## src/rtl/taxi_wheel_driver_pkg.sv

```systemverilog
// Shared taxi meter types and default wheel divider rates.
// Used by the wheel driver and the fare/distance blocks.
package taxi_pkg;

  typedef enum logic [1:0] {
    IDLE   = 2'd0,
    RUN    = 2'd1,
    PAUSED = 2'd2
  } state_e;

  localparam int HIGH_DIV_DEF = 5;
  localparam int LOW_DIV_DEF  = 50;

  function automatic int div_for(
    input logic hi,
    input int   high_div,
    input int   low_div
  );
    return hi ? high_div : low_div;
  endfunction

endpackage

```

## src/rtl/taxi_wheel_driver_if.sv

```systemverilog
// Driver-button and distance-signal bundle of the wheel driver.
// master = button/stimulus side, slave = wheel driver.
interface taxi_wheel_driver_if #(
  parameter int CNT_W = 17
);
  logic             start_btn;
  logic             pause_btn;
  logic             stop_btn;
  logic             speed_sel;
  logic             wheel_clk;
  logic             high_speed;
  logic             low_speed;
  logic             pause_state;
  logic             stop_state;
  logic [CNT_W-1:0] wheel_count;

  modport master (
    output start_btn,
    output pause_btn,
    output stop_btn,
    output speed_sel,
    input  wheel_clk,
    input  high_speed,
    input  low_speed,
    input  pause_state,
    input  stop_state,
    input  wheel_count
  );

  modport slave (
    input  start_btn,
    input  pause_btn,
    input  stop_btn,
    input  speed_sel,
    output wheel_clk,
    output high_speed,
    output low_speed,
    output pause_state,
    output stop_state,
    output wheel_count
  );
endinterface

```

## src/rtl/taxi_btn_edge.sv

```systemverilog
// Button history register and rising-edge detect.
// History resets to 1 so a button held through reset does not fire.
module taxi_btn_edge (
  input  logic clk,
  input  logic rst_n,
  input  logic btn_i,
  output logic rise_o
);

  logic hist_q;

  // remember last cycle's button level
  always_ff @(posedge clk or negedge rst_n) begin
    if (!rst_n) hist_q <= 1'b1;
    else        hist_q <= btn_i;
  end

  assign rise_o = btn_i & ~hist_q;

endmodule

```

## src/rtl/taxi_wheel_driver.sv

```systemverilog
// Taxi wheel driver: button FSM plus speed-dependent wheel_clk
// divider and running wheel-edge count.
module taxi_wheel_driver
  import taxi_pkg::*;
#(
  parameter int HIGH_DIV = HIGH_DIV_DEF,
  parameter int LOW_DIV  = LOW_DIV_DEF,
  parameter int DIV_W    = 16,
  parameter int CNT_W    = 17
) (
  input  logic clk,
  input  logic rst_n,
  taxi_wheel_driver_if.slave bus
);

  localparam logic [DIV_W-1:0] HI_TOP = DIV_W'(HIGH_DIV - 1);
  localparam logic [DIV_W-1:0] LO_TOP = DIV_W'(LOW_DIV - 1);
  localparam logic [CNT_W-1:0] CNT_ONE = CNT_W'(1);

  state_e           state_q, state_d;
  logic [DIV_W-1:0] div_q, div_d;
  logic [DIV_W-1:0] div_top;
  logic             wclk_q, wclk_d;
  logic [CNT_W-1:0] cnt_q, cnt_d;
  logic             spd_q;
  logic             start_e, pause_e, stop_e;

  taxi_btn_edge u_start (
    .clk    (clk),
    .rst_n  (rst_n),
    .btn_i  (bus.start_btn),
    .rise_o (start_e)
  );

  taxi_btn_edge u_pause (
    .clk    (clk),
    .rst_n  (rst_n),
    .btn_i  (bus.pause_btn),
    .rise_o (pause_e)
  );

  taxi_btn_edge u_stop (
    .clk    (clk),
    .rst_n  (rst_n),
    .btn_i  (bus.stop_btn),
    .rise_o (stop_e)
  );

  assign div_top = bus.speed_sel ? HI_TOP : LO_TOP;

  // trip FSM and wheel divider next-state
  always_comb begin
    state_d = state_q;
    div_d   = div_q;
    wclk_d  = wclk_q;
    cnt_d   = cnt_q;
    unique case (state_q)
      IDLE: begin
        if (start_e) begin
          state_d = RUN;
          div_d   = '0;
          cnt_d   = '0;
        end
      end
      RUN: begin
        if (stop_e || pause_e) begin
          state_d = stop_e ? IDLE : PAUSED;
          wclk_d  = 1'b0;
          div_d   = '0;
        end else if (bus.speed_sel != spd_q) begin
          div_d = '0;
        end else if (div_q >= div_top) begin
          div_d  = '0;
          wclk_d = ~wclk_q;
          if (!wclk_q) cnt_d = cnt_q + CNT_ONE;
        end else begin
          div_d = div_q + DIV_W'(1);
        end
      end
      PAUSED: begin
        if (stop_e) begin
          state_d = IDLE;
        end else if (start_e || pause_e) begin
          state_d = RUN;
          div_d   = '0;
        end
      end
      default: begin
        state_d = IDLE;
        wclk_d  = 1'b0;
        div_d   = '0;
      end
    endcase
  end

  // state, divider, wheel level, count and speed history
  always_ff @(posedge clk or negedge rst_n) begin
    if (!rst_n) begin
      state_q <= IDLE;
      div_q   <= '0;
      wclk_q  <= 1'b0;
      cnt_q   <= '0;
      spd_q   <= 1'b0;
    end else begin
      state_q <= state_d;
      div_q   <= div_d;
      wclk_q  <= wclk_d;
      cnt_q   <= cnt_d;
      spd_q   <= bus.speed_sel;
    end
  end

  assign bus.wheel_clk   = wclk_q;
  assign bus.wheel_count = cnt_q;
  assign bus.stop_state  = (state_q == IDLE);
  assign bus.pause_state = (state_q == PAUSED);
  assign bus.high_speed  = (state_q == RUN) & spd_q;
  assign bus.low_speed   = (state_q == RUN) & ~spd_q;

endmodule

```

## src/flat_wrapper.sv

```systemverilog
// flat-port wrapper written by rule: the top's interface ports become plain ports
module taxi_wheel_driver_flat import taxi_pkg::*;
#(
  parameter int HIGH_DIV = HIGH_DIV_DEF,
  parameter int LOW_DIV  = LOW_DIV_DEF,
  parameter int DIV_W    = 16,
  parameter int CNT_W    = 17
)
  (clk, rst_n, bus_start_btn, bus_pause_btn, bus_stop_btn, bus_speed_sel, bus_wheel_clk, bus_high_speed, bus_low_speed, bus_pause_state, bus_stop_state, bus_wheel_count);
  taxi_wheel_driver_if #(.CNT_W(CNT_W)) bus_i ();
  input  logic clk;
  input  logic rst_n;
  input wire logic [$bits(bus_i.start_btn)-1:0] bus_start_btn;
  input wire logic [$bits(bus_i.pause_btn)-1:0] bus_pause_btn;
  input wire logic [$bits(bus_i.stop_btn)-1:0] bus_stop_btn;
  input wire logic [$bits(bus_i.speed_sel)-1:0] bus_speed_sel;
  output wire logic [$bits(bus_i.wheel_clk)-1:0] bus_wheel_clk;
  output wire logic [$bits(bus_i.high_speed)-1:0] bus_high_speed;
  output wire logic [$bits(bus_i.low_speed)-1:0] bus_low_speed;
  output wire logic [$bits(bus_i.pause_state)-1:0] bus_pause_state;
  output wire logic [$bits(bus_i.stop_state)-1:0] bus_stop_state;
  output wire logic [$bits(bus_i.wheel_count)-1:0] bus_wheel_count;
  assign bus_i.start_btn = bus_start_btn;
  assign bus_i.pause_btn = bus_pause_btn;
  assign bus_i.stop_btn = bus_stop_btn;
  assign bus_i.speed_sel = bus_speed_sel;
  assign bus_wheel_clk = bus_i.wheel_clk;
  assign bus_high_speed = bus_i.high_speed;
  assign bus_low_speed = bus_i.low_speed;
  assign bus_pause_state = bus_i.pause_state;
  assign bus_stop_state = bus_i.stop_state;
  assign bus_wheel_count = bus_i.wheel_count;
  taxi_wheel_driver #(.HIGH_DIV(HIGH_DIV), .LOW_DIV(LOW_DIV), .DIV_W(DIV_W), .CNT_W(CNT_W)) u_core (.clk(clk), .rst_n(rst_n), .bus(bus_i));
endmodule
```

## config.mk

```make
export PLATFORM = sky130hd
export DESIGN_NAME = taxi_wheel_driver_flat
export DESIGN_NICKNAME = d
export VERILOG_FILES = /design/src/rtl/taxi_wheel_driver_pkg.sv /design/src/rtl/taxi_wheel_driver_if.sv /design/src/rtl/taxi_btn_edge.sv /design/src/rtl/taxi_wheel_driver.sv /design/src/flat_wrapper.sv
export SDC_FILE = /design/constraint.sdc
export NUM_CORES = 1
export LEC_CHECK = 0
export CAP_MARGIN = 40
export CORE_MARGIN = 2
export CORE_UTILIZATION = 50
export CTS_CLUSTER_SIZE = 24
export DETAILED_ROUTE_END_ITERATION = 16
export PLACE_DENSITY = 0.81
export SYNTH_ARGS = -nofsm -noshare
export SYNTH_HDL_FRONTEND = slang
export SYNTH_SLANG_ARGS = --single-unit
```

## constraint.sdc

```tcl
create_clock -name clk -period 2.4 [get_ports clk]
set_input_delay 0.48 -clock clk [delete_from_list [all_inputs] [get_ports clk]]
set_output_delay 0.48 -clock clk [all_outputs]
set_load 0.05 [all_outputs]
```

-- Word level (Yosys, flattened, before mapping)
Cells that the tools add are included.
- output and inout port bits: 22
- input port bits: 6
- register bits: 40
- word-level logic and storage cells: 69
- reductions and logical operators: 9
- magnitude comparators: 1
- multiplexer cells: 24
- equal/unequal tests: 14
- add/sub/neg operators: 2
- bitwise gates (word level): 11
- operator list (kind ; count):
    $mux 16 ; 6
    $mux 17 ; 5
    $pmux 16 s3 ; 1
    $pmux 17 s2 ; 1
    $add 17x1->17 const B ; 1
    $add 16x1->16 const B ; 1
    $ge 16x16->1 ; 1
    $mux 2 ; 5
    $reduce_and 3->1 ; 3
    $ne 2x1->1 const B ; 4
    $ne 2x2->1 const B ; 4
    $mux 6 ; 1
    $ne 3x1->1 const B ; 2
    $not 1->1 ; 6
    $pmux 2 s3 ; 1
    $reduce_and 6->1 ; 1
    $and 1x1->1 ; 5
    $mux 1 ; 3
    $ne 3x2->1 const B ; 1
    $eq 2x1->1 const B ; 1
    $eq 2x2->1 const B ; 1
    $logic_not 2->1 ; 1
    $logic_or 1x1->1 ; 2
    $pmux 1 s2 ; 1
    other kinds (3) ; 3

-- Longest topological paths before layout
Gate-level depths: netlist of the first run.
- word-level depth: 6
- gate-level depth with buffers: 8
- mapped depth without buffers: 7

-- Cells and area by module
A second synthesis of the first run with hierarchy kept.
- cell total of the unflattened synthesis: 235
- area, all modules: 2218.4 um2
- by module, submodules not included (module ; area each (um2) ; instances ; cells each ; seq. area each (um2)):
    taxi_wheel_driver ; 2098.3 ; 1 ; 229 ; 925.9
    taxi_btn_edge ; 40.0 ; 3 ; 2 ; 26.3

-- Worst setup path before layout of the first run
Ideal clock, no wire load.
- path kind: input-to-reg
- start point: in bus_speed_sel
- end point: reg u_core.wclk_q (netlist: u_core.bus.wheel_clk)
- setup time: 124 ps
- stages: 8
- arrival: 2017 ps
- buffers on the path: 1
- setup slack: 259 ps
- data required time: 2276 ps
- path through: inv_1 > ha_1 > o311ai_0 > a21oi_1 > o21ai_0 > buf_2 > nor2_1 > a211o_1
- cells in the longest elaborated chain, start to end: 4
- elaborated cells on any way between the ends: 6
- those cells by class: 1 x order compare; 3 x eq/ne; 1 x mux; 1 x reduce/logical
- RTL lines (item ; RTL line ; source):
    start: declaration ; flat_wrapper.sv:16 ; input wire logic [$bits(bus_i.speed_sel)-1:0] bus_speed_sel;
    $mux 6 ; taxi_wheel_driver.sv:49 ; assign div_top = bus.speed_sel ? HI_TOP : LO_TOP;
    $ge 16x16->1 ; taxi_wheel_driver.sv:72 ; end else if (div_q >= div_top) begin
    $ne 3x1->1 (no source line) ; n/a ;
    $reduce_and 3->1 (no source line) (*) ; n/a ;
    end signal: assignment ; taxi_wheel_driver.sv:107 ; wclk_q <= wclk_d;
    end: declaration ; taxi_wheel_driver.sv:23 ; logic wclk_q, wclk_d;
Mark *: on every way between the ends. The rest lies on a longest branch, timed or not.
A chain may end at the register's enable or synchronous reset.

-- Final worst setup path of the first run
- start point: reg u_core.state_q[0]
- end point: out bus_stop_state
- cells in the longest elaborated chain, start to end: 1
- RTL lines (item ; RTL line ; source):
    start: declaration ; taxi_wheel_driver.sv:20 ; state_e state_q, state_d;
    start signal: assignment ; taxi_wheel_driver.sv:105 ; state_q <= state_d;
    $logic_not 2->1 ; taxi_wheel_driver.sv:115 ; assign bus.stop_state = (state_q == IDLE);
    end: declaration ; flat_wrapper.sv:21 ; output wire logic [$bits(bus_i.stop_state)-1:0] bus_stop_state;
Every way passes these cells.

==> impl_results.html, run 1 <==
<table>
<tr><th>Metric</th><th>Value</th></tr>
<tr><th colspan="2">Clock tree</th></tr>
<tr><td>CTS max path bufs</td><td>2</td></tr>
<tr><td>TritonCTS buffer count</td><td>5</td></tr>
<tr><td>Clock slew at reported path FFs</td><td>roughly 0.07 ns</td></tr>
<tr><td>Deepest level of the CTS H-tree</td><td>2</td></tr>
<tr><td>Post-CTS Setup Inserts</td><td>0</td></tr>
<tr><td>Later-pin clock latency in the skew report</td><td>around 0.30 ns</td></tr>
<tr><td>TritonCTS clock tree</td><td>done</td></tr>
<tr><td>Number of buffers inserted by hold repair at cts</td><td>0</td></tr>
<tr><td>Cell at the root of the clock tree</td><td>sky130_fd_sc_hd__clkbuf_8</td></tr>
<tr><td>Number of clock sinks</td><td>40</td></tr>
<tr><th colspan="2">Global routing</th></tr>
<tr><td>Remaining global-route overflow</td><td>0</td></tr>
<tr><td>Maximum number of pins on one net before global-route repair</td><td>28</td></tr>
<tr><td>Global route hottest layer</td><td>met2</td></tr>
<tr><td>Met1 Use GR</td><td>between 20% and 30%</td></tr>
<tr><td>Met2 usage in global routing</td><td>35.34%</td></tr>
<tr><td>Number of antenna violations at the first check in global routing</td><td>0</td></tr>
<tr><td>Global-route wire length before repair</td><td>about 7.7 mm</td></tr>
<tr><td>GR met3 Demand/Resource</td><td>approximately 6%</td></tr>
<tr><td>Global-route total usage across every layer</td><td>between 20 and 25%</td></tr>
<tr><td>Number of global-route vias before repair</td><td>1630</td></tr>
<tr><th colspan="2">Timing</th></tr>
<tr><td>RSZ-0062 raised after global routing</td><td>no</td></tr>
<tr><td>Final setup vio count</td><td>0</td></tr>
<tr><td>Final count of hold timing violations</td><td>0</td></tr>
<tr><td>Worst slew margin</td><td>roughly two thirds</td></tr>
<tr><td>Fin crit share</td><td>a little over nine tenths</td></tr>
<tr><td>Tightest hold margin</td><td>roughly 0.072 ns</td></tr>
<tr><td>Actual transition at the worst max-transition pin</td><td>a little over 0.5 ns</td></tr>
<tr><td>Maximum clock frequency</td><td>between 400 and 500 MHz</td></tr>
<tr><td>Clock period minus final worst setup slack</td><td>2.297 ns</td></tr>
<tr><td>Final Worst Setup Slack</td><td>0.1027 ns</td></tr>
<tr><td>Worst clock skew</td><td>0.004454 ns</td></tr>
<tr><td>Slew Viols, Final</td><td>0</td></tr>
<tr><th colspan="2">Floorplanning</th></tr>
<tr><td>Core region area</td><td>about 0.004 mm^2</td></tr>
<tr><td>Die height</td><td>between 60 and 70 um</td></tr>
<tr><td>Initial standard-cell utilization of the core</td><td>a little over half</td></tr>
<tr><td>Die width</td><td>a little under 70 um</td></tr>
<tr><td>Die ar.</td><td>0.004739 mm^2</td></tr>
<tr><td>IO Pins</td><td>28</td></tr>
<tr><td>Row cnt</td><td>23</td></tr>
<tr><th colspan="2">Detailed routing</th></tr>
<tr><td>Iter 0 DRT Violations</td><td>~120</td></tr>
<tr><td>Routed wire length per instance</td><td>about 15 um</td></tr>
<tr><td>Number of iterations in the first detailed-routing pass</td><td>4</td></tr>
<tr><td>Vias after detailed routing</td><td>~1900</td></tr>
<tr><td>Number of nets with antenna violations after detailed routing</td><td>0</td></tr>
<tr><td>Detail-routed via count per cell</td><td>between 5 and 6</td></tr>
<tr><td>Drc violations</td><td>0</td></tr>
<tr><td>Total wire length</td><td>4.640 mm</td></tr>
<tr><th colspan="2">Setup path</th></tr>
<tr><td>Reg2Reg Capture Point</td><td>u_core.bus.wheel_count[15]$_DFFE_PN0P_</td></tr>
<tr><td>Required time at the endpoint of the critical path</td><td>between 1.5 and 2 ns</td></tr>
<tr><td>Classification of the worst setup path</td><td>flop to output port</td></tr>
<tr><td>Kind of capture point of the worst setup path</td><td>output port</td></tr>
<tr><td>Crit-path max FO</td><td>10</td></tr>
<tr><td>Critical path data arrival time</td><td>around 1.8 ns</td></tr>
<tr><td>Crit Reg-Reg Startpoint</td><td>u_core.div_q[2]$_DFFE_PN0P_</td></tr>
<tr><td>R2R depth</td><td>7</td></tr>
<tr><td>Startpoint type of the worst setup path</td><td>flop</td></tr>
<tr><td>Setup slack of the worst register-to-register path</td><td>~0.24 ns</td></tr>
<tr><th colspan="2">Pwr</th></tr>
<tr><td>Portion of total power attributed to combinational logic</td><td>25.2%</td></tr>
<tr><td>Clock power share</td><td>approximately 29%</td></tr>
<tr><td>Switching Share</td><td>32.41%</td></tr>
<tr><td>Net switching component of the power</td><td>between 0.0005 and 0.0006 W</td></tr>
<tr><td>Maximum vdd ir drop</td><td>around 450 uV</td></tr>
<tr><td>Seq pwr share</td><td>46.0%</td></tr>
<tr><td>Leakage power figure</td><td>1.145 nW</td></tr>
<tr><td>Internal Pwr Total</td><td>roughly 0.0011 W</td></tr>
<tr><td>Cell area power density</td><td>between 600 and 700 mW/mm^2</td></tr>
<tr><th colspan="2">Placed design</th></tr>
<tr><td>Worst slack at placement</td><td>-0.3630 ns</td></tr>
<tr><td>Placed Area</td><td>about 0.0026 mm^2</td></tr>
<tr><td>Placer Congestion</td><td>just over 0.8</td></tr>
<tr><td># port buffers</td><td>27</td></tr>
<tr><td>Number of instances in the placed design</td><td>slightly above 300</td></tr>
<tr><td>Final HPWL from detailed placement</td><td>roughly 3.4 mm</td></tr>
<tr><th colspan="2">Synth</th></tr>
<tr><td>Post-synthesis sequential area ratio</td><td>a little under half</td></tr>
<tr><td>#FFs+latches synth</td><td>40</td></tr>
<tr><td>Main synth FF type</td><td>sky130_fd_sc_hd__dfrtp_1</td></tr>
<tr><td>Simple-gate area share of the yosys netlist</td><td>around 27%</td></tr>
<tr><td>Syn_area_per_cell</td><td>about 9.7 um^2</td></tr>
<tr><td>Share of the synthesized area in compound gates (AO/OA/AOI/OAI)</td><td>~16%</td></tr>
<tr><td>Number of distinct library cells after synthesis</td><td>49</td></tr>
<tr><td>Async set or reset register ratio after synthesis</td><td>between 90% and 100%</td></tr>
<tr><td>Adder and majority gate portion of the synthesized area</td><td>between 3 and 4%</td></tr>
<tr><td>Yosys warns</td><td>0</td></tr>
<tr><td>Dominant combinational cell family by area after synthesis</td><td>simple AND/OR/NAND/NOR gates</td></tr>
<tr><td>Number of flops mapped to enable cells by yosys</td><td>0</td></tr>
<tr><td>Xor-xnor portion of the synthesized cell area</td><td>under 10%</td></tr>
<tr><td>Mux share of post-synthesis cell area</td><td>approximately 1.5%</td></tr>
<tr><td>Cell area after technology mapping</td><td>between 0.002 and 0.0025 mm^2</td></tr>
<tr><td>Count of mapped cells out of synthesis</td><td>216</td></tr>
<tr><td>Net count of the mapped netlist</td><td>around 230</td></tr>
<tr><th colspan="2">Cells and area</th></tr>
<tr><td>Number of diodes added for antenna fixing</td><td>0</td></tr>
<tr><td>Post-layout instance count excluding filler cells</td><td>~320</td></tr>
<tr><td>Area of all placed cells without fillers</td><td>0.002675 mm^2</td></tr>
<tr><td>Final core area utilization</td><td>about two thirds</td></tr>
<tr><td>Layout Nets</td><td>279</td></tr>
<tr><td>Area growth from synthesis to final layout</td><td>27.26%</td></tr>
<tr><td>Fillers</td><td>roughly 330</td></tr>
<tr><td>Share of cells above drive strength 1</td><td>approximately 15%</td></tr>
<tr><th colspan="2">Run</th></tr>
<tr><td># Max-Cap Violations</td><td>0</td></tr>
<tr><th colspan="2">Run status</th></tr>
<tr><td>Status</td><td>finished, final reports clean</td></tr>
<tr><th colspan="2">Worst hold path</th></tr>
<tr><td>Worst min-delay path class</td><td>input pin to async pin</td></tr>
</table>
-- worst max-delay path: stages, from the launching register on --
cell,delay (ns)
sky130_fd_sc_hd__dfrtp_1,0.51
sky130_fd_sc_hd__nor2_1,0.18
sky130_fd_sc_hd__clkdlybuf4s50_1,0.83
-- flip-flops by register name (all words and copies together), names as in the netlist --
name / count
u_core.bus.wheel_count: 17
u_core.state_q: 2
u_core.spd_q: 1
u_core.u_start.hist_q: 1
u_core.div_q: 16
u_core.u_stop.hist_q: 1
u_core.u_pause.hist_q: 1
u_core.bus.wheel_clk: 1
-- power by group through the flow --
stage          Combinational [W]  Clock [W]  Sequential [W]
6_report                0.000408   0.000466        0.000746
5_1_grt                 0.000436   0.000503        0.000752
4_1_cts                 0.000411   0.000476        0.000744
3_5_place_dp            0.000407          0        0.000756
3_3_place_gp            0.000395          0        0.000756
2_1_floorplan           0.000242          0        0.000764
-- timing repair --
item | in CTS | in global routing
endpoints found under the setup margin | 6 | 1
gates resized for setup | 1 | 1
pin swaps | 1 | 0
-- Yosys cell counts (5+ instances only) --
library cell	n	area (um^2)
sky130_fd_sc_hd__nand3_1	11	55.05
sky130_fd_sc_hd__nor3_1	10	50.05
sky130_fd_sc_hd__and2_1	5	31.28
sky130_fd_sc_hd__dfrtp_1	37	925.9
sky130_fd_sc_hd__ha_1	6	75.07
sky130_fd_sc_hd__nor4_1	5	31.28
sky130_fd_sc_hd__o21ai_0	9	45.04
sky130_fd_sc_hd__nor2_1	20	75.07
sky130_fd_sc_hd__inv_1	7	26.28
sky130_fd_sc_hd__or3_1	7	43.79
sky130_fd_sc_hd__nand2_1	18	67.56
sky130_fd_sc_hd__o31ai_1	8	60.06
sky130_fd_sc_hd__a21oi_1	11	55.05
-- placed cells by master, fill, tap and decap left out, drive strengths merged, types with 2 or more instances in the layout --
master / instances
nand2b: 2
clkbuf: 8
buf: 24
nor2b: 4
o2111ai: 2
o21a: 4
o31ai: 8
nand3b: 2
and3: 2
ha: 6
o22a: 2
or4: 5
nor4: 6
a21oi: 11
inv: 7
o21ai: 9
dfrtp: 37
nand2: 18
nand3: 11
or3: 7
a31oi: 3
and2: 5
nand4: 4
nor3: 10
clkdlybuf4s50: 22
o211ai: 3
or2: 2
nor2: 20
a22o: 2
mux2i: 2
dfstp: 3
xnor2: 2
-- metrics by stage --
stage	TNS, ns	total power [W]
floorplan	0	0.001006
global placement	-6.781	0.001151
detailed placement	-8.049	0.001163
CTS	0	0.001631
global route	0	0.001690
finish	0	0.001620
-- cells by family after synthesis --
| family | Yosys count |
|---|---|
| buf+inv | 11 |
| compound gates | 50 |
| mux | 3 |
| flops | 40 |
| xor+xnor | 3 |
| fa+ha+maj | 6 |
| simple gates | 103 |
-- metal layers --
metal,wire length (um),up-vias
li1,-,913
met4,54,0
met1,2182,884
met2,2185,55
met3,218,6
met5,0,-
-- how the worst max path moves through the flow --
stage / from / endpoint / slack [ns] / cells past startpoint
6_report: u_core.state_q[0]$_DFFE_PN0P_ / bus_stop_state / 0.10 / 2
5_1_grt: u_core.state_q[0]$_DFFE_PN0P_ / bus_stop_state / 0.03 / 2
4_1_cts: u_core.state_q[0]$_DFFE_PN0P_ / bus_pause_state / 0.05 / 2
3_5_place_dp: bus_speed_sel / u_core.bus.wheel_count[11]$_DFFE_PN0P_ / -0.36 / 9
3_3_place_gp: bus_speed_sel / u_core.bus.wheel_count[13]$_DFFE_PN0P_ / -0.31 / 8
2_1_floorplan: bus_speed_sel / u_core.bus.wheel_clk$_DFFE_PN0P_ / 0.26 / 8
-- final cells by class --
cell class                      count  area, um^2  area share, %
Clock buffer                        8       90.09          3.368
Inverter                            7       26.28         0.9822
Multi-Input combinational cell    165        1047          39.15
Sequential cell                    40        1005          37.56
Tap cell                           50       62.56          2.339
Timing Repair Buffer               48       444.2          16.60
(Power assumes the default switching activity.)
==> inputs of run 2 (changes only) <==
--- a/config.mk
+++ b/config.mk
@@ -5,12 +5,13 @@
 export SDC_FILE = /design/constraint.sdc
 export NUM_CORES = 1
 export LEC_CHECK = 0
-export CAP_MARGIN = 40
+export CELL_PAD_IN_SITES_DETAIL_PLACEMENT = 0
+export CELL_PAD_IN_SITES_GLOBAL_PLACEMENT = 1
 export CORE_MARGIN = 2
-export CORE_UTILIZATION = 50
+export CORE_UTILIZATION = 42
 export CTS_CLUSTER_SIZE = 24
 export DETAILED_ROUTE_END_ITERATION = 16
-export PLACE_DENSITY = 0.81
+export PLACE_DENSITY = 0.86
 export SYNTH_ARGS = -nofsm -noshare
 export SYNTH_HDL_FRONTEND = slang
 export SYNTH_SLANG_ARGS = --single-unit
==> run 2 against run 1 <==
  * Fmax fell by 1.6%
  * Cell count is 7.2% higher
  * Critical path depth stayed put
  * Critical path type unchanged
  * Worst setup slack worse by 0.036 ns
  * Via count down 0.97%
  * Die area is 18% higher
  * Clock skew up 0.0023 ns
  * Critical endpoint is now bus_pause_state
  * Total power increased by 12%
  * Register-to-register slack about the same
  * Wire length up 0.93%
  * Cell area grew 3.7%
  * Highest routed layer unchanged
==> impl_results.html, run 2 (synthesis results as in run 1) <==
<table>
<tr><th>Metric</th><th>Value</th></tr>
<tr><th colspan="2">Timing</th></tr>
<tr><td>Final setup vio count</td><td>0</td></tr>
<tr><td>Fin crit share</td><td>97.24%</td></tr>
<tr><td>Slew Viols, Final</td><td>0</td></tr>
<tr><td>Final count of hold timing violations</td><td>0</td></tr>
<tr><td>Maximum clock frequency</td><td>approximately 430 MHz</td></tr>
<tr><td>Final Worst Setup Slack</td><td>roughly 0.066 ns</td></tr>
<tr><td>Worst slew margin</td><td>51.78%</td></tr>
<tr><td>Clock period minus final worst setup slack</td><td>around 2.3 ns</td></tr>
<tr><td>RSZ-0062 raised after global routing</td><td>no</td></tr>
<tr><td>Worst clock skew</td><td>a little under 0.007 ns</td></tr>
<tr><td>Actual transition at the worst max-transition pin</td><td>around 0.72 ns</td></tr>
<tr><th colspan="2">Floorplanning</th></tr>
<tr><td>Core region area</td><td>roughly 0.0048 mm^2</td></tr>
<tr><td>IO Pins</td><td>28</td></tr>
<tr><td>Die height</td><td>74.75 um</td></tr>
<tr><td>Die ar.</td><td>~0.0056 mm^2</td></tr>
<tr><td>Die width</td><td>roughly 75 um</td></tr>
<tr><td>Row cnt</td><td>25</td></tr>
<tr><td>Initial standard-cell utilization of the core</td><td>43.92%</td></tr>
<tr><th colspan="2">Detailed routing</th></tr>
<tr><td>Number of iterations in the first detailed-routing pass</td><td>4</td></tr>
<tr><td>Vias after detailed routing</td><td>between 1500 and 2000</td></tr>
<tr><td>Number of nets with antenna violations after detailed routing</td><td>0</td></tr>
<tr><td>Detail-routed via count per cell</td><td>approximately 5.4</td></tr>
<tr><td>Routed wire length per instance</td><td>approximately 14 um</td></tr>
<tr><td>Iter 0 DRT Violations</td><td>between 100 and 150</td></tr>
<tr><td>Total wire length</td><td>approximately 4.7 mm</td></tr>
<tr><td>Drc violations</td><td>0</td></tr>
<tr><th colspan="2">Setup path</th></tr>
<tr><td>Required time at the endpoint of the critical path</td><td>1.92 ns</td></tr>
<tr><td>Crit-path max FO</td><td>10</td></tr>
<tr><td>Largest incremental delay on the critical path</td><td>between 0.8 and 0.9 ns</td></tr>
<tr><td>Startpoint type of the worst setup path</td><td>flop</td></tr>
<tr><td>CP Cell Sequence</td><td>nor2b_1 -&gt; clkdlybuf4s50_1</td></tr>
<tr><td>Setup slack of the worst register-to-register path</td><td>0.25 ns</td></tr>
<tr><td>Kind of capture point of the worst setup path</td><td>output port</td></tr>
<tr><td>Classification of the worst setup path</td><td>flop to output port</td></tr>
<tr><td>Critical path data arrival time</td><td>1.85 ns</td></tr>
<tr><td>Crit path max-delay cell type</td><td>sky130_fd_sc_hd__clkdlybuf4s50_1</td></tr>
<tr><th colspan="2">Placed design</th></tr>
<tr><td>Final HPWL from detailed placement</td><td>~3.4 mm</td></tr>
<tr><td>Placer Congestion</td><td>0.7727</td></tr>
<tr><td># port buffers</td><td>27</td></tr>
<tr><td>Worst slack at placement</td><td>-0.3922 ns</td></tr>
<tr><td>Placed Area</td><td>0.002618 mm^2</td></tr>
<tr><th colspan="2">Cells and area</th></tr>
<tr><td>Multi-input combinational cell area</td><td>approximately 0.0011 mm^2</td></tr>
<tr><td>Layout Nets</td><td>approximately 290</td></tr>
<tr><td>Fillers</td><td>428</td></tr>
<tr><td>Area growth from synthesis to final layout</td><td>31.96%</td></tr>
<tr><td>Share of cells above drive strength 1</td><td>a little under a fifth</td></tr>
<tr><td>Area of all placed cells without fillers</td><td>between 0.002 and 0.003 mm^2</td></tr>
<tr><td>Number of flip-flops under the largest register name</td><td>17</td></tr>
<tr><td>Most common cell after layout, fill and taps aside</td><td>sky130_fd_sc_hd__dfrtp_1</td></tr>
<tr><td>Number of diodes added for antenna fixing</td><td>0</td></tr>
<tr><td>Register area</td><td>0.001005 mm^2</td></tr>
<tr><td>Most frequent cells in the layout</td><td>sky130_fd_sc_hd__dfrtp_1 (37), sky130_fd_sc_hd__buf_4 (29), sky130_fd_sc_hd__clkdlybuf4s50_1 (22)</td></tr>
<tr><th colspan="2">Clock tree</th></tr>
<tr><td>Later-pin clock latency in the skew report</td><td>about 0.29 ns</td></tr>
<tr><td>Cell at the root of the clock tree</td><td>sky130_fd_sc_hd__clkbuf_8</td></tr>
<tr><td>Clock slew at reported path FFs</td><td>0.08 ns</td></tr>
<tr><td>CTS max path bufs</td><td>2</td></tr>
<tr><td>Deepest level of the CTS H-tree</td><td>2</td></tr>
<tr><td>TritonCTS clock tree</td><td>done</td></tr>
<tr><td>TritonCTS buffer count</td><td>5</td></tr>
<tr><td>Number of clock sinks</td><td>40</td></tr>
<tr><th colspan="2">Run status</th></tr>
<tr><td>Status</td><td>finished, final reports clean</td></tr>
<tr><th colspan="2">Pwr</th></tr>
<tr><td>Maximum vdd ir drop</td><td>about 410 uV</td></tr>
<tr><td>Cell area power density</td><td>about 650 mW/mm^2</td></tr>
<tr><td>Leakage power figure</td><td>~1.2 nW</td></tr>
<tr><th colspan="2">Run</th></tr>
<tr><td># Max-Cap Violations</td><td>0</td></tr>
<tr><th colspan="2">Global routing</th></tr>
<tr><td>Global-route wire length before repair</td><td>around 8 mm</td></tr>
<tr><td>Number of antenna violations at the first check in global routing</td><td>0</td></tr>
<tr><td>Global-route total usage across every layer</td><td>between 10% and 20%</td></tr>
<tr><td>Number of global-route vias before repair</td><td>between 1500 and 2000</td></tr>
<tr><td>Remaining global-route overflow</td><td>0</td></tr>
<tr><td>Maximum number of pins on one net before global-route repair</td><td>19</td></tr>
<tr><th colspan="2">Worst hold path</th></tr>
<tr><td>Worst min-delay path class</td><td>input pin to async pin</td></tr>
</table>
-- run 2: per-stage QoR --
step	total power [W]	utilization (%)	setup TNS (ns)	hold WS (ns)	instances
finish	0.001809	57.96	0	0.09295	341
global route	0.001894	57.96	0	0.1043	341
CTS	0.001815	57.59	0	0.09669	341
detailed placement	0.001156	54.69	-8.113	0.4158	332
global placement	0.001158	54.69	-7.525	0.4144	332
floorplan	0.001006	-	0	0.1844	216
-- run 2: area by class of cell --
| cell class | count | area share (%) |
|---|---|---|
| well taps | 67 | 3.022 |
| flip-flops and latches | 40 | 36.22 |
| multi-input cells | 165 | 38.30 |
| clock inverters | 2 | 2.165 |
| clock buffers | 6 | 2.616 |
| repair buffers | 54 | 16.73 |
| inverters | 7 | 0.9472 |
-- run 2: repair_timing --
action                                  CTS  global route
resized for setup                         1             5
gates cloned                              0             0
setup buffers                             1             0
endpoints found under the setup margin    8            14
hold buffers                              0             0
pin swaps                                 1             0
-- run 2: report_power, final --
part / switching, W / total (W) / internal (W)
clock network: 0.000239 / 0.000654 / 0.000416
logic: 0.000248 / 0.000410 / 0.000161
registers: 0.0000450 / 0.000745 / 0.000700
-- run 2: per-layer routing --
layer  track usage (%)  routed length (um)  up-vias
li1                  -                   -      918
met1             26.74                2280      880
met2             29.60                2152       38
met3             4.418                 209        4
met4             5.754                  41        0
met5                 0                   0        -
-- run 2: worst max-delay path: cells and delay by family, from the launching register on --
family	cells	cell delay, ns
and+or+nand+nor	1	0.21
DFF	1	0.52
buffers and inverters	1	0.83
-- run 2: path summary, 6_finish.rpt --
path                                                    endpoint                           from  cells after the start
setup / recovery                                 bus_pause_state  u_core.state_q[0]$_DFFE_PN0P_                      2
hold / removal                            u_core.spd_q$_DFF_PN0_                          rst_n                      1
setup reg to reg           u_core.bus.wheel_count[6]$_DFFE_PN0P_  u_core.state_q[0]$_DFFE_PN0P_                      5
hold reg to reg                      u_core.div_q[7]$_DFFE_PN0P_    u_core.div_q[7]$_DFFE_PN0P_                      1
max in group asynchronous        u_core.u_start.hist_q$_DFF_PN1_                          rst_n                      2
min in group clk                     u_core.div_q[7]$_DFFE_PN0P_    u_core.div_q[7]$_DFFE_PN0P_                      1
==> inputs of run 3 (changes only) <==
--- a/config.mk
+++ b/config.mk
@@ -12,6 +12,7 @@
 export CTS_CLUSTER_SIZE = 24
 export DETAILED_ROUTE_END_ITERATION = 16
 export PLACE_DENSITY = 0.86
+export SKIP_CTS_REPAIR_TIMING = 1
 export SYNTH_ARGS = -nofsm -noshare
 export SYNTH_HDL_FRONTEND = slang
 export SYNTH_SLANG_ARGS = --single-unit
==> run 3 against run 2 <==
  * Non-clock buffer count rose by 3
  * Critical endpoint unchanged
  * Global-route usage unchanged
  * Highest routed layer unchanged
  * Worst setup slack worse by 0.0019 ns
  * Utilization grew 1.3 points
==> impl_results.html, run 3 (synthesis results as in run 1) <==
<table>
<tr><th>Metric</th><th>Value</th></tr>
<tr><th colspan="2">Clock tree</th></tr>
<tr><td>CTS max path bufs</td><td>2</td></tr>
<tr><td>Deepest level of the CTS H-tree</td><td>2</td></tr>
<tr><td>Clock slew at reported path FFs</td><td>roughly 0.080 ns</td></tr>
<tr><td>Later-pin clock latency in the skew report</td><td>about 0.3 ns</td></tr>
<tr><td>TritonCTS buffer count</td><td>5</td></tr>
<tr><td>Number of clock sinks</td><td>40</td></tr>
<tr><td>TritonCTS clock tree</td><td>done</td></tr>
<tr><td>Cell at the root of the clock tree</td><td>sky130_fd_sc_hd__clkbuf_8</td></tr>
<tr><th colspan="2">Setup path</th></tr>
<tr><td>Largest incremental delay on the critical path</td><td>between 0.8 and 0.9 ns</td></tr>
<tr><td>CP Cell Sequence</td><td>nor2b_1 -&gt; clkdlybuf4s50_1</td></tr>
<tr><td>Cell family contributing the most delay on the critical path</td><td>buffers and inverters</td></tr>
<tr><td>Critical path data arrival time</td><td>around 1.9 ns</td></tr>
<tr><td>Setup slack of the worst register-to-register path</td><td>about 0.25 ns</td></tr>
<tr><td>Required time at the endpoint of the critical path</td><td>~1.9 ns</td></tr>
<tr><td>Crit-path max FO</td><td>10</td></tr>
<tr><td>Worst path bufs/invs</td><td>1</td></tr>
<tr><td>Startpoint type of the worst setup path</td><td>flop</td></tr>
<tr><td>Crit path max-delay cell type</td><td>sky130_fd_sc_hd__clkdlybuf4s50_1</td></tr>
<tr><td>Kind of capture point of the worst setup path</td><td>output port</td></tr>
<tr><td>Classification of the worst setup path</td><td>flop to output port</td></tr>
<tr><th colspan="2">Cells and area</th></tr>
<tr><td>Share of cells above drive strength 1</td><td>between 20% and 30%</td></tr>
<tr><td>Most frequent cells in the layout</td><td>sky130_fd_sc_hd__dfrtp_1 (37), sky130_fd_sc_hd__buf_4 (31), sky130_fd_sc_hd__clkdlybuf4s50_1 (22)</td></tr>
<tr><td>Number of diodes added for antenna fixing</td><td>0</td></tr>
<tr><td>Area growth from synthesis to final layout</td><td>34.94%</td></tr>
<tr><td>Fillers</td><td>between 400 and 500</td></tr>
<tr><td>Most common cell after layout, fill and taps aside</td><td>sky130_fd_sc_hd__dfrtp_1</td></tr>
<tr><td>Layout Nets</td><td>approximately 290</td></tr>
<tr><td>Number of flip-flops under the largest register name</td><td>17</td></tr>
<tr><th colspan="2">Timing</th></tr>
<tr><td>Maximum clock frequency</td><td>428.2 MHz</td></tr>
<tr><td>Final setup vio count</td><td>0</td></tr>
<tr><td>Actual transition at the worst max-transition pin</td><td>approximately 0.72 ns</td></tr>
<tr><td>RSZ-0062 raised after global routing</td><td>no</td></tr>
<tr><td>Slew Viols, Final</td><td>0</td></tr>
<tr><td>Final Worst Setup Slack</td><td>0.06439 ns</td></tr>
<tr><td>Worst clock skew</td><td>roughly 0.0076 ns</td></tr>
<tr><td>Setup tns final</td><td>0 ns</td></tr>
<tr><td>Fin crit share</td><td>between 90% and 100%</td></tr>
<tr><td>Clock period minus final worst setup slack</td><td>roughly 2.3 ns</td></tr>
<tr><td>Final count of hold timing violations</td><td>0</td></tr>
<tr><td>Worst slew margin</td><td>between 50% and 60%</td></tr>
<tr><th colspan="2">Placed design</th></tr>
<tr><td>Final HPWL from detailed placement</td><td>3.427 mm</td></tr>
<tr><td>Worst slack at placement</td><td>-0.3922 ns</td></tr>
<tr><td># port buffers</td><td>27</td></tr>
<tr><td>Placer Congestion</td><td>0.7727</td></tr>
<tr><th colspan="2">Floorplanning</th></tr>
<tr><td>IO Pins</td><td>28</td></tr>
<tr><td>Die width</td><td>around 75 um</td></tr>
<tr><td>Initial standard-cell utilization of the core</td><td>a little over two fifths</td></tr>
<tr><td>Die height</td><td>74.75 um</td></tr>
<tr><td>Die ar.</td><td>about 0.0056 mm^2</td></tr>
<tr><td>Core region area</td><td>~0.0048 mm^2</td></tr>
<tr><td>Row cnt</td><td>25</td></tr>
<tr><th colspan="2">Pwr</th></tr>
<tr><td>Leakage power figure</td><td>between 1 and 1.5 nW</td></tr>
<tr><td>Maximum vdd ir drop</td><td>approximately 410 uV</td></tr>
<tr><td>Total power consumption of the routed design</td><td>0.001839 W</td></tr>
<tr><td>Cell area power density</td><td>about 650 mW/mm^2</td></tr>
<tr><th colspan="2">Global routing</th></tr>
<tr><td>Maximum number of pins on one net before global-route repair</td><td>19</td></tr>
<tr><td>Global-route total usage across every layer</td><td>19.08%</td></tr>
<tr><td>Global route hottest layer</td><td>met2</td></tr>
<tr><td>Met1 Use GR</td><td>26.74%</td></tr>
<tr><td>Remaining global-route overflow</td><td>0</td></tr>
<tr><td>Number of global-route vias before repair</td><td>1766</td></tr>
<tr><td>Global-route wire length before repair</td><td>slightly above 8 mm</td></tr>
<tr><td>GR met3 Demand/Resource</td><td>between 4 and 5%</td></tr>
<tr><td>Number of antenna violations at the first check in global routing</td><td>0</td></tr>
<tr><td>Met2 usage in global routing</td><td>between 20% and 30%</td></tr>
<tr><th colspan="2">Detailed routing</th></tr>
<tr><td>Detail-routed via count per cell</td><td>between 5 and 6</td></tr>
<tr><td>Number of iterations in the first detailed-routing pass</td><td>4</td></tr>
<tr><td>Number of nets with antenna violations after detailed routing</td><td>0</td></tr>
<tr><td>Routed wire length per instance</td><td>between 10 and 15 um</td></tr>
<tr><td>Vias after detailed routing</td><td>around 1900</td></tr>
<tr><td>Drc violations</td><td>0</td></tr>
<tr><td>Total wire length</td><td>slightly below 5 mm</td></tr>
<tr><td>Iter 0 DRT Violations</td><td>roughly 150</td></tr>
<tr><th colspan="2">Run status</th></tr>
<tr><td>Status</td><td>finished, final reports clean</td></tr>
<tr><th colspan="2">Run</th></tr>
<tr><td># Max-Cap Violations</td><td>0</td></tr>
<tr><th colspan="2">Worst hold path</th></tr>
<tr><td>Worst min-delay path class</td><td>input pin to async pin</td></tr>
</table>
## run 3: cell types whose count changed in the layout (fill, tap and decap cells not counted), sizes merged
cell           previous run  this run
dlymetal6s2s              1         2
dlygate4sd2               1         0
buf                      30        32
clkdlybuf4s15             0         1
## run 3: power breakdown
group	total (W)	switching, W	internal [W]	leakage (nW)
clock	0.000660	0.000244	0.000416	0.0654
combinational	0.000434	0.000258	0.000176	0.601
sequential	0.000746	0.0000452	0.000700	0.543
total	0.00184	0.000546	0.00129	1.21
## run 3: routing by layer
layer  wire length, um  share of wire, %
met5                 0                 0
met2              2254                46
met4                67               1.4
met1              2393                49
met3               188               3.8
## run 3: area by class of cell
class / count / area (um^2) / area share (%)
Clock buffer: 6 / 72.57 / 2.558
Clock inverter: 2 / 60.06 / 2.117
Inverter: 7 / 26.28 / 0.9263
Multi-Input combinational cell: 165 / 1095 / 38.60
Sequential cell: 40 / 1005 / 35.42
Tap cell: 67 / 83.83 / 2.955
Timing Repair Buffer: 57 / 494.2 / 17.42
## run 3: path summary, 6_finish.rpt
check,from,depth (start not counted),end
setup / recovery,u_core.state_q[0]$_DFFE_PN0P_,2,bus_pause_state
hold / removal,rst_n,1,u_core.spd_q$_DFF_PN0_
setup reg to reg,u_core.state_q[0]$_DFFE_PN0P_,5,u_core.bus.wheel_count[6]$_DFFE_PN0P_
hold reg to reg,u_core.div_q[7]$_DFFE_PN0P_,1,u_core.div_q[7]$_DFFE_PN0P_
max in group asynchronous,rst_n,2,u_core.u_start.hist_q$_DFF_PN1_
min in group clk,u_core.div_q[7]$_DFFE_PN0P_,1,u_core.div_q[7]$_DFFE_PN0P_
## run 3: per-stage QoR
step	hold WS (ns)	instance area [um^2]	util (%)	instances
after floorplan	0.1844	2102	-	216
after global placement	0.4144	2618	54.69	332
after detailed placement	0.4158	2618	54.69	332
after CTS	0.09669	2750	57.46	340
after global routing	0.1043	2836	59.27	344
final	0.09274	2836	59.27	344
